### src/rtl/alu_sequencer.sv
// Multi-cycle ALU instruction sequencer: IDLE -> READ -> EXEC -> WB.
// Reads operands, drives the ALU, writes the result back and maintains the PSR.
module alu_sequencer #(
    parameter logic [4:0] NOP_OP = 5'b11111
) (
    input  logic        clk,
    input  logic        reset_n,
    input  logic        cmd_valid,
    output logic        cmd_ready,
    input  logic [4:0]  cmd_op,
    input  logic [3:0]  cmd_rdest,
    input  logic [3:0]  cmd_rsrc,
    input  logic        cmd_imm_en,
    input  logic [7:0]  cmd_imm,
    output logic [3:0]  rf_raddr_a,
    output logic [3:0]  rf_raddr_b,
    input  logic [15:0] rf_rdata_a,
    input  logic [15:0] rf_rdata_b,
    output logic        rf_we,
    output logic [3:0]  rf_waddr,
    output logic [15:0] rf_wdata,
    output logic [15:0] alu_rdest,
    output logic [15:0] alu_rsrc,
    output logic [4:0]  alu_opcode,
    input  logic [15:0] alu_out,
    input  logic [4:0]  alu_flags,
    output logic [4:0]  psr,
    output logic        done,
    output logic        err
);

    localparam logic [4:0] OpAdd = 5'd0;
    localparam logic [4:0] OpSub = 5'd1;
    localparam logic [4:0] OpCmp = 5'd2;
    localparam logic [4:0] OpMax = 5'd9;

    typedef enum logic [1:0] {StIdle, StRead, StExec, StWb} state_e;

    state_e      state_q, state_d;
    logic [4:0]  op_q;
    logic [3:0]  rdest_q, rsrc_q;
    logic        imm_en_q;
    logic [7:0]  imm_q;
    logic [15:0] alu_rdest_q, alu_rsrc_q, res_q;
    logic [4:0]  alu_opcode_q, flags_q, psr_q, psr_d;
    logic        done_q, err_q, rf_we_q;
    logic        op_legal;

    assign op_legal = (op_q <= OpMax);

    always_comb begin
        state_d = state_q;
        unique case (state_q)
            StIdle: if (cmd_valid) state_d = StRead;
            StRead: state_d = StExec;
            StExec: state_d = StWb;
            StWb:   state_d = StIdle;
            default: state_d = StIdle;
        endcase
    end

    // CMP only refreshes N, Z and L; carry and overflow keep the last arithmetic result.
    always_comb begin
        psr_d = psr_q;
        if (state_q == StWb && !err_q) begin
            if (op_q == OpAdd || op_q == OpSub) begin
                psr_d = flags_q;
            end else if (op_q == OpCmp) begin
                psr_d = {flags_q[4], flags_q[3], psr_q[2], flags_q[1], psr_q[0]};
            end
        end
    end

    always_ff @(posedge clk) begin
        if (!reset_n) begin
            state_q      <= StIdle;
            psr_q        <= 5'd0;
            alu_rdest_q  <= 16'd0;
            alu_rsrc_q   <= 16'd0;
            alu_opcode_q <= NOP_OP;
            res_q        <= 16'd0;
            flags_q      <= 5'd0;
            done_q       <= 1'b0;
            err_q        <= 1'b0;
            rf_we_q      <= 1'b0;
            op_q         <= 5'd0;
            rdest_q      <= 4'd0;
            rsrc_q       <= 4'd0;
            imm_en_q     <= 1'b0;
            imm_q        <= 8'd0;
        end else begin
            state_q      <= state_d;
            psr_q        <= psr_d;
            done_q       <= 1'b0;
            err_q        <= 1'b0;
            rf_we_q      <= 1'b0;
            alu_opcode_q <= NOP_OP;
            unique case (state_q)
                StIdle: begin
                    if (cmd_valid) begin
                        op_q     <= cmd_op;
                        rdest_q  <= cmd_rdest;
                        rsrc_q   <= cmd_rsrc;
                        imm_en_q <= cmd_imm_en;
                        imm_q    <= cmd_imm;
                    end
                end
                StRead: begin
                    alu_rdest_q  <= rf_rdata_a;
                    alu_rsrc_q   <= imm_en_q ? {{8{imm_q[7]}}, imm_q} : rf_rdata_b;
                    alu_opcode_q <= op_legal ? op_q : NOP_OP;
                end
                StExec: begin
                    res_q   <= alu_out;
                    flags_q <= alu_flags;
                    done_q  <= 1'b1;
                    err_q   <= !op_legal;
                    rf_we_q <= op_legal && (op_q != OpCmp);
                end
                StWb: begin
                end
                default: begin
                end
            endcase
        end
    end

    // A reset sampled at the end of WB must suppress the write and the retire pulse.
    assign cmd_ready  = (state_q == StIdle) && reset_n;
    assign rf_raddr_a = rdest_q;
    assign rf_raddr_b = rsrc_q;
    assign rf_we      = rf_we_q && reset_n;
    assign rf_waddr   = rdest_q;
    assign rf_wdata   = res_q;
    assign alu_rdest  = alu_rdest_q;
    assign alu_rsrc   = alu_rsrc_q;
    assign alu_opcode = alu_opcode_q;
    assign psr        = psr_q;
    assign done       = done_q && reset_n;
    assign err        = err_q && reset_n;

endmodule

### config.mk
export PLATFORM = sky130hd
export DESIGN_NAME = alu_sequencer
export DESIGN_NICKNAME = d
export VERILOG_FILES = /design/src/rtl/alu_sequencer.sv
export SDC_FILE = /design/constraint.sdc
export NUM_CORES = 1
export LEC_CHECK = 0
export CAP_MARGIN = 10
export CORE_MARGIN = 4
export CORE_UTILIZATION = 42
export CTS_CLUSTER_DIAMETER = 80
export DETAILED_ROUTE_END_ITERATION = 16
export PLACE_DENSITY = 0.81
export SLEW_MARGIN = 30
export SYNTH_ARGS = -nofsm -noshare
export SYNTH_HDL_FRONTEND = slang
export SYNTH_SLANG_ARGS = --single-unit
export TNS_END_PERCENT = 1
### constraint.sdc
create_clock -name clk -period 1.7 [get_ports clk]
set_input_delay 0.34 -clock clk [delete_from_list [all_inputs] [get_ports clk]]
set_output_delay 0.34 -clock clk [all_outputs]
set_load 0.005 [all_outputs]
==> impl_metrics.csv <==
group,metric,value,unit
sta,period_needed,1.624,ns
route,dr.pass1.iters,4,
yosys,synth_ff_type,"dfxtp_1",
power_and_ir_drop,intPower,4698,µW
critical_path,end_kind,"primary output",
power_and_ir_drop,power_density,1247,nW/µm²
floorplan,dieArea,10010,µm²
yosys,synthMuxAreaShare,16.59,%
layout,drive_above_1_share,7.843,%
floorplan,core_area,8217,µm²
critical_path,arrival,1.28,ns
layout,num-nets-final,590,
run,cap_violations,0,
clock_network,numCtsBuffers,9,
floorplan,fp.dieH,100.1,µm
grt,grt_max_degree,74,
yosys,synth_edf_count,0,
clock_network,clk_path_buf_depth,2,
yosys,synth_cells,359,
route,antenna_left,0,
power_and_ir_drop,p_clk_share,18.1,%
clock_network,root_buffer,"clkbuf_8",
yosys,synth_area_leaders,"dfxtp_1, mux2i_1, nand2_1",
sta,relSlewSlack,65.91,%
grt,gr-usage-all-layers,17.75,%
place,gp_congestion,0.7779,
yosys,synthAdderAreaFrac,1.757,%
sta,setup_viol,0,
route,drtIter0Drc,67,
floorplan,die_width,100.1,µm
power_and_ir_drop,switchingPower,2049,µW
yosys,synth_warnings,0,
power_and_ir_drop,power_frac_comb,39.7,%
power_and_ir_drop,switching_share,30.37,%
critical_path,path_cells,"and2_1 > clkdlybuf4s50_1",
critical_path,critPathMaxStageDelay,0.51,ns
critical_path,critPathTopFamily,"buffers and inverters",
layout,area_growth,51.99,%
yosys,synth_common_cells,"dfxtp_1, nand2_1, mux2i_1",
grt,grt-ovfl-total,0,
yosys,synthArstFlopShare,0,%
critical_path,cp_slowest_cell,"clkdlybuf4s50_1",
yosys,yosysMostFrequentCell,"dfxtp_1",
yosys,syn_nets,442,
clock_network,postCtsHoldBufs,0,
yosys,synth-seq-cells,90,
sta,fmax,615.8,MHz
layout,diodes,0,
sta,hold_viol_final,0,
floorplan,rows,33,
clock_network,cts.sinks,90,
critical_path,startpoint_type,"flop",
yosys,synth_top_area_share,50.62,%
min_path,worst_hold_startpoint,"reset_n",
route,drt_wl_total,8.877,mm
floorplan,io_pins,152,
critical_path,crit_required,1.36,ns
route,routed_via_density,4.728,
clock_network,cts_tree,"done",
yosys,synth.cell_area,3560,µm²
floorplan,start_util,43.32,%
sta,slew_viol_final,0,
clock_network,clk_pin_slew_worst_paths,0.08,ns
route,wl_per_cell,14.43,µm
min_path,hold_class,"input pin to flop",
grt,grt_pass1_wl,14.23,mm
grt,antenna_found_initial,0,
sta,hold_ws,0.3483,ns
power_and_ir_drop,ir_drop,0.5515,mV
yosys,synthXorXnorAreaFrac,0,%
critical_path,critPathMaxFanout,1,
yosys,synth-seq-area-share,50.62,%
yosys,synth_area_per_cell,9.915,µm²
power_and_ir_drop,p_leak,0.002055,µW
yosys,synthDistinctLibCells,24,
run_status,status,"finished, final reports clean",
place,hpwl,6.472,mm
yosys,synth_top_area_cell,"dfxtp_1",
clock_network,cts_max_level,3,
sta,skew,0.004587,ns
route,vias,2908,
power_and_ir_drop,power_frac_seq,42.2,%
yosys,synth-compound-area-share,10.54,%
route,drc,0,
critical_path,crit_type,"flop to primary output",
sta,fin_tns_setup,0,ns
critical_path,path_buf_inv,1,
critical_path,startpoint,"rf_we_q",
sta,min_period_over_period,95.52,%
critical_path,r2r-start,"op_q[4]",
sta,tightest_slew,0.5107,ns
yosys,synth_simple_gate_area_share,16.38,%
place,io_buffers,151,
yosys,synth_top_family_by_area,"multiplexers",
grt,grt_pass1_vias,3016,
sta,grt_setup_unrepaired,"no",
clock_network,clock_latency,0.34,ns
power groups by stage:
stage                     Clock (µW)  Combinational [µW]  Sequential, µW
after global routing            1360                2950            2910
after detailed placement           0                2620            2890
after CTS                       1270                2680            2850
after global placement             0                2560            2860
after floorplan                    0                1290            2870
final                           1220                2680            2850
path summary, 6_finish.rpt:
path,slack [ns],to,cells past startpoint
max,0.08,rf_we,2
min,0.35,alu_rsrc[3],2
max reg2reg,0.18,psr[3],3
min reg2reg,0.46,psr[2],2
cell usage in the layout (no fill, tap or decap):
master | Yosys | routed
dlymetal6s2s_1 | 0 | 1
ha_2 | 0 | 1
a211oi_2 | 1 | 1
dfxtp_1 | 90 | 87
and2_1 | 4 | 4
nor2b_1 | 38 | 38
clkinv_2 | 0 | 4
or3_1 | 2 | 2
o21ai_0 | 9 | 9
or2b_1 | 1 | 1
a21oi_1 | 10 | 10
or3_4 | 1 | 1
inv_1 | 4 | 2
o211a_1 | 8 | 8
nor2_1 | 2 | 2
buf_2 | 6 | 1
nand2_1 | 65 | 65
clkbuf_8 | 0 | 10
a211oi_1 | 2 | 2
clkdlybuf4s15_1 | 0 | 1
or2_2 | 1 | 1
inv_2 | 0 | 2
ha_4 | 0 | 1
mux2i_1 | 59 | 59
buf_4 | 4 | 11
dfxtp_4 | 0 | 1
dfxtp_2 | 0 | 2
nand2b_1 | 4 | 4
o21bai_1 | 1 | 1
a21boi_0 | 22 | 22
clkdlybuf4s50_1 | 0 | 148
and2_0 | 1 | 1
ha_1 | 5 | 3
buf_12 | 0 | 4
worst register-to-register path, cell delays in order (launching register included):
cell,delay [ns]
dfxtp_1,0.36
or3_1,0.42
a211oi_2,0.44
mux2i_1,0.24
cell families (layout without fill, tap and decap cells):
family,after synthesis,count (layout)
buffers and inverters,33,184
flip-flops,90,90
AO/OA/AOI/OAI,53,53
AND/OR/NAND/NOR,119,119
multiplexers,59,59
adder cells (fa/ha/maj),5,5
area by class of cell:
class | instances | area, µm²
well taps | 105 | 131.4
inverters | 4 | 15.01
flip-flops and latches | 90 | 1808
clock inverters | 4 | 20.02
clock buffers | 10 | 137.6
fillers | 675 | 2806
multi-input cells | 236 | 1627
repair buffers | 166 | 1672
sequential cells by signal (all words and copies together) (netlist names):
| name | flops |
|---|---|
| state_q | 2 |
| psr | 5 |
| imm_q | 8 |
| alu_rsrc | 16 |
| rf_raddr_a | 4 |
| alu_opcode | 5 |
| done_q | 1 |
| rf_we_q | 1 |
| rf_wdata | 16 |
| rf_raddr_b | 4 |
| alu_rdest | 16 |
| imm_en_q | 1 |
| op_q | 5 |
| flags_q | 5 |
| err_q | 1 |
stage by stage:
step           util, %  total power, µW  instances  setup slack, ns  area (µm²)
6_report         65.84             6747        615          0.07621        5410
5_1_grt          65.84             7215        615         0.002853        5410
3_3_place_gp     63.39             5424        598           0.1063        5209
2_1_floorplan        -             4156        359           0.2893        3560
3_5_place_dp     63.39             5506        598          0.06917        5209
4_1_cts          65.65             6799        614          0.01404        5394
layer usage:
metal	routed length [µm]	global-route usage [%]
met1	3700	21.14
met2	4151	29.04
met3	898	8.548
met4	127	4.249
met5	0	0
what timing repair did:
action | in CTS | in global routing
resized for setup | 6 | 5
endpoints found under the setup margin | 1 | 2
setup buffers | 2 | 1
Note: power is estimated with default switching activity, not from simulation.
